`config.mk`:
```
export PLATFORM = sky130hd
export DESIGN_NAME = stopwatch_lap_controller
export DESIGN_NICKNAME = d
export VERILOG_FILES = /design/src/rtl/stopwatch_lap_controller.sv
export SDC_FILE = /design/constraint.sdc
export NUM_CORES = 1
export LEC_CHECK = 0
export CORE_ASPECT_RATIO = 1.5
export CORE_UTILIZATION = 25
export CTS_CLUSTER_DIAMETER = 80
export DETAILED_ROUTE_END_ITERATION = 16
export GPL_ROUTABILITY_DRIVEN = 1
export GPL_TIMING_DRIVEN = 0
export PLACE_DENSITY = 0.39
export REMOVE_ABC_BUFFERS = 1
export SLEW_MARGIN = 20
export SYNTH_ARGS = -nofsm -noshare
export SYNTH_HDL_FRONTEND = slang
export SYNTH_SLANG_ARGS = --single-unit
```
`constraint.sdc`:
```
create_clock -name CLK_50M -period 3.7 [get_ports CLK_50M]
set_clock_uncertainty 0.15 [all_clocks]
set_input_delay 0.37 -clock CLK_50M [delete_from_list [all_inputs] [get_ports CLK_50M]]
set_output_delay 0.37 -clock CLK_50M [all_outputs]
set_load 0.05 [all_outputs]
```
`src/rtl/stopwatch_lap_controller.sv`:
```
// Control FSM for a BCD stopwatch: counter run/clear, lap capture and display select.
// Lap buffer holds up to LAP_DEPTH times; RECALL lets the user browse them while stopped.
module stopwatch_lap_controller #(
    parameter int LAP_DEPTH  = 4,
    parameter int IDX_W      = 2,
    parameter int HOLD_TICKS = 300,
    parameter int TIME_W     = 16
) (
    input  logic              CLK_50M,
    input  logic              reset,
    input  logic              tick_100hz,
    input  logic              start_stop_p,
    input  logic              lap_p,
    input  logic              recall_p,
    input  logic              clear_p,
    input  logic [TIME_W-1:0] live_time,
    output logic              run,
    output logic              clear_counters,
    output logic [TIME_W-1:0] display_time,
    output logic              display_is_lap,
    output logic [IDX_W-1:0]  lap_index,
    output logic [IDX_W:0]    lap_count,
    output logic              lap_full
);

    typedef enum logic [2:0] {
        IDLE,
        RUNNING,
        STOPPED,
        LAP_HOLD,
        RECALL
    } state_t;

    localparam int HOLD_W = $clog2(HOLD_TICKS + 1);
    localparam logic [HOLD_W-1:0] HOLD_LAST = HOLD_W'(HOLD_TICKS - 1);
    localparam logic [IDX_W:0] DEPTH = (IDX_W + 1)'(LAP_DEPTH);

    state_t state_q, state_d;
    logic [HOLD_W-1:0] hold_q, hold_d;
    logic [TIME_W-1:0] laps [LAP_DEPTH];

    logic              run_d;
    logic              clr_d;
    logic [TIME_W-1:0] disp_d;
    logic              is_lap_d;
    logic [IDX_W-1:0]  idx_d;
    logic [IDX_W:0]    cnt_d;
    logic              full_d;
    logic              wr_en;
    logic              cap_ok;

    assign cap_ok = (lap_count < DEPTH);

    // State register and registered outputs; reset zeroes everything.
    always_ff @(posedge CLK_50M) begin
        if (reset) begin
            state_q        <= IDLE;
            hold_q         <= '0;
            run            <= 1'b0;
            clear_counters <= 1'b0;
            display_time   <= '0;
            display_is_lap <= 1'b0;
            lap_index      <= '0;
            lap_count      <= '0;
            lap_full       <= 1'b0;
        end else begin
            state_q        <= state_d;
            hold_q         <= hold_d;
            run            <= run_d;
            clear_counters <= clr_d;
            display_time   <= disp_d;
            display_is_lap <= is_lap_d;
            lap_index      <= idx_d;
            lap_count      <= cnt_d;
            lap_full       <= full_d;
        end
    end

    // Lap storage; contents are don't-care after reset so it has none.
    always_ff @(posedge CLK_50M) begin
        if (!reset && wr_en) begin
            laps[lap_count[IDX_W-1:0]] <= live_time;
        end
    end

    // Next state and next output values; clear_p outranks every other pulse.
    always_comb begin
        state_d = state_q;
        hold_d  = hold_q;
        clr_d   = 1'b0;
        idx_d   = lap_index;
        cnt_d   = lap_count;
        full_d  = lap_full;
        wr_en   = 1'b0;

        if (clear_p) begin
            state_d = IDLE;
            clr_d   = 1'b1;
            idx_d   = '0;
            cnt_d   = '0;
            full_d  = 1'b0;
            hold_d  = '0;
        end else begin
            unique case (state_q)
                IDLE: begin
                    if (start_stop_p) state_d = RUNNING;
                end
                RUNNING: begin
                    if (start_stop_p) begin
                        state_d = STOPPED;
                    end else if (lap_p) begin
                        if (cap_ok) begin
                            wr_en   = 1'b1;
                            cnt_d   = lap_count + 1'b1;
                            hold_d  = '0;
                            state_d = LAP_HOLD;
                        end else begin
                            full_d = 1'b1;
                        end
                    end
                end
                LAP_HOLD: begin
                    if (start_stop_p) begin
                        state_d = STOPPED;
                        hold_d  = '0;
                    end else if (lap_p && cap_ok) begin
                        wr_en  = 1'b1;
                        cnt_d  = lap_count + 1'b1;
                        hold_d = '0;
                    end else begin
                        if (lap_p) full_d = 1'b1;
                        if (tick_100hz) begin
                            if (hold_q == HOLD_LAST) begin
                                hold_d  = '0;
                                state_d = RUNNING;
                            end else begin
                                hold_d = hold_q + 1'b1;
                            end
                        end
                    end
                end
                STOPPED: begin
                    if (start_stop_p) begin
                        state_d = RUNNING;
                    end else if (recall_p && lap_count != '0) begin
                        state_d = RECALL;
                        idx_d   = '0;
                    end
                end
                RECALL: begin
                    if (start_stop_p) begin
                        state_d = RUNNING;
                    end else if (lap_p) begin
                        state_d = STOPPED;
                    end else if (recall_p) begin
                        if ({1'b0, lap_index} == lap_count - 1'b1)
                            idx_d = '0;
                        else
                            idx_d = lap_index + 1'b1;
                    end
                end
                default: state_d = IDLE;
            endcase
        end
    end

    // Display source follows the state being entered.
    always_comb begin
        disp_d   = live_time;
        is_lap_d = 1'b0;
        run_d    = 1'b0;
        unique case (state_d)
            LAP_HOLD: begin
                disp_d   = wr_en ? live_time : display_time;
                is_lap_d = 1'b1;
                run_d    = 1'b1;
            end
            RECALL: begin
                disp_d   = laps[idx_d];
                is_lap_d = 1'b1;
            end
            RUNNING: run_d = 1'b1;
            default: disp_d = live_time;
        endcase
    end

endmodule

```
==> results by group <==
Global route
  • GRT Util Overall: roughly an eighth
  • GRT Residual Overflow: 0
  • First-pass GRT wire length: 16.9 mm
  • Initial antenna violation count: 0
  • Largest net degree at the start of global routing: 23
  • Vias in the first global route: 2924

Worst setup path
  • R2r startpoint: lap_count[0]
  • Worst endpoint data arrival time: 3.36 ns
  • Worst Path Required: 3.80 ns
  • Cell at the slowest stage of the critical path: or4_2
  • R2r endpoint: display_time[5]
  • R2R cell count: 9
  • Flop2flop setup slack: 0.46 ns
  • Worst Setup EP: display_time[0]
  • Critical path buffers and inverters: 2
  • CP startpoint kind: input port
  • Crit Path Class: in2reg
  • CP Launch Point: start_stop_p
  • Crit-path cells: clkdlybuf4s50_1, or2_1, nand3b_1, xor2_1, or4_2, buf_12, mux2i_1, a32o_1, a211oi_1
  • CP Capture Type: flop
  • Critical path peak fanout: 21
  • Levels on crit path: 9
  • Family with the most delay on the worst path: simple AND/OR/NAND/NOR gates
  • CP peak stage delay: approximately 0.9 ns

Synthesis
  • FFs w/ async S/R, synth: 0%
  • Gate count after technology mapping: 347
  • Post-synth top area cell: edfxtp_1
  • #FFs+latches synth: 101
  • Top-area cell type share of the netlist area: 45.1%
  • Post-Syn Area per Cell: ~12 um^2
  • Yosys cell types: 46
  • Number of synthesized flops with an enable pin: 64
  • Top FF cell, synth: edfxtp_1
  • YS warnings: 0
  • Synth top area cells: edfxtp_1 (45%), dfxtp_1 (17%), nand2_1 (4.8%)
  • Synthesized area: 4260 um^2
  • Sequential cell area fraction in the yosys report: 62.5%

Drt
  • Post-route ant nets: 0
  • First-pass DRT Iterations: 6
  • Routed WL per cell: 18.1 um
  • Final WL: 11.0 mm
  • Iteration-0 DRC Markers: between 150 and 200
  • Vias/cell: 4.80
  • # DRC: 0
  • Via Count: 2911

Clock network
  • CTS tree: built
  • H-tree depth: 3
  • Number of buffers created by CTS: 9
  • Post-CTS setup buffer count: 0
  • Clk slew on worst S/H paths: 0.08 ns
  • # hold bufs at CTS: 0
  • Clk Latency, worst-skew pair: between 0.3 and 0.4 ns
  • Clock sink count: approximately 100
  • Clk buf depth: 2
  • Root Driver: clkbuf_16
  • Post-CTS sizing: 0

Floorplanning
  • IO Pins: 48
  • Die H: 162 um
  • Die W: 109 um
  • Core area: between 15000 and 20000 um^2
  • Initial Util: between 20% and 30%
  • Num rows: 58
  • DIE AREA: 17600 um^2

STA
  • Max frequency: 0.307 GHz
  • Final Setup Violations: 0
  • Fin. max-slew vios: 0
  • Relative slew slack: 30.7%
  • Tightest Pin Transition: 1.04 ns
  • Final period util: 88.0%
  • Final Hold Vio Count: 0
  • Final critical-path required period: 3.26 ns
  • Setup WS post-layout: 0.443 ns
  • RSZ-0062 raised after global routing: false

Hold path
  • Worst hold-check path type: reg2reg

Flow run
  • Total of max-cap violations: 0

Power
  • Max IR drop VDD: 200 uV
  • Static Leak: 1.79 nW
  • Power per cell area: 432 nW/um^2

Cells and area
  • Layout cells sized above 1: 9.82%
  • Non-filler cells, final: 607
  • Final net count: 421
  • Fill cell count: 1691
  • Area Overhead vs Synth: 23.8%
  • # diodes: 0

Placement
  • I/O Buffers: 47
  • HPWL Detailed: approximately 7.0 mm
  • Inst Count DP: 591
  • GPL Wtd Cong: 0.717
  • DP Worst Slack: 0.0550 ns

Run status
  • Status: finished, final reports clean
## tightest hold or removal path, stage by stage, from the launching register on
cell and delay, ns:
dfxtp_1 0.31, nand2_1 0.06, a211oi_2 0.05
## layer usage
layer	up-vias	track usage, %	routed length [um]	part of all wire, %
met3	7	2.49	404	3.7
li1	1402	-	-	-
met1	1439	16.9	4970	45
met4	0	3.69	95	0.87
met2	63	21.9	5510	50
met5	-	0	0	0
## sequential cells by signal (all words and copies together), names as in the netlist
register	cells
laps	64
display_time	16
hold_q	9
lap_count	3
state_q	3
lap_index	2
clear_counters	1
display_is_lap	1
lap_full	1
run	1
## cells by family (layout without fill, tap and decap cells)
logic type	after synthesis	in the layout	share of synthesized area, %
muxes	17	17	4.00
DFF	101	101	62.5
and+or+nand+nor	122	122	14.4
xor gates and xnor gates	8	8	1.65
adders and majority gates	6	6	1.76
buffers and inverters	23	73	2.53
AOI/OAI and AO/OA	70	70	13.2
## how the worst min path moves through the flow
| stage | end | slack [ns] | cells past startpoint | from |
|---|---|---|---|---|
| 3_5_place_dp | display_time[5] | 0.31 | 2 | display_time[5] |
| 2_1_floorplan | display_time[10] | 0.28 | 1 | reset |
| 4_1_cts | display_time[5] | 0.32 | 2 | display_time[5] |
| 6_report | display_time[5] | 0.32 | 2 | display_time[5] |
| 3_3_place_gp | display_time[0] | 0.30 | 2 | display_time[0] |
| 5_1_grt | display_time[3] | 0.34 | 2 | display_time[3] |
## power by group
group | internal, W | leakage [nW] | switching (W) | total [W]
logic | 0.0000550 | 0.778 | 0.0000908 | 0.000146
registers | 0.00121 | 0.878 | 0.00000755 | 0.00121
clock network | 0.000473 | 0.138 | 0.000443 | 0.000916
total | 0.00173 | 1.79 | 0.000541 | 0.00228
## metrics by stage
stage / hold slack (ns) / instance area, um^2 / TNS, ns / util, % / power (W)
3_5_place_dp: 0.311 / 4990 / 0 / 29.9 / 0.00139
5_1_grt: 0.340 / 5270 / 0 / 31.6 / 0.00235
4_1_cts: 0.321 / 5270 / 0 / 31.6 / 0.00231
2_1_floorplan: 0.285 / 4170 / 0 / - / 0.00131
6_report: 0.317 / 5270 / 0 / 31.6 / 0.00228
3_3_place_gp: 0.296 / 4900 / -156.48 / 29.4 / 0.00139
## layout by cell type, fill, tap and decap left out, drive strengths merged, types with 4 or more instances in the layout
cell / netlist / routed
inv: 4 / 8
mux2i: 17 / 17
xor2: 6 / 6
nor2b: 5 / 5
o22ai: 16 / 16
nand2b: 6 / 6
a32o: 16 / 16
o21ai: 7 / 7
or3: 5 / 5
a211oi: 16 / 16
nor2: 20 / 20
clkdlybuf4s50: 0 / 46
buf: 8 / 7
and3: 4 / 4
nand4: 5 / 5
a21oi: 8 / 8
dfxtp: 37 / 37
nand2: 55 / 55
ha: 6 / 6
clkbuf: 11 / 10
edfxtp: 64 / 64
## cell usage after synthesis, types with 3 or more instances
master	number
clkbuf_1	11
or3_1	5
nor3_1	3
a211oi_2	10
a211oi_1	6
nand4_1	5
buf_2	5
edfxtp_1	64
nand2b_1	6
nor2_1	20
nor2b_1	5
o22ai_1	16
nand2_1	55
mux2i_1	17
inv_1	4
xor2_1	6
dfxtp_1	37
o21ai_0	7
and3_1	4
ha_1	6
a21oi_1	8
a32o_1	16
## layout make-up
type	count	area, um^2	area share, %
well taps	210	263	4.98
inverters	4	15.0	0.285
multi-input cells	223	1510	28.6
clock buffers	10	229	4.34
flip-flops and latches	101	2660	50.5
clock inverters	6	56.3	1.07
repair buffers	53	542	10.3
No activity file was read; power rests on OpenSTA's default activity.
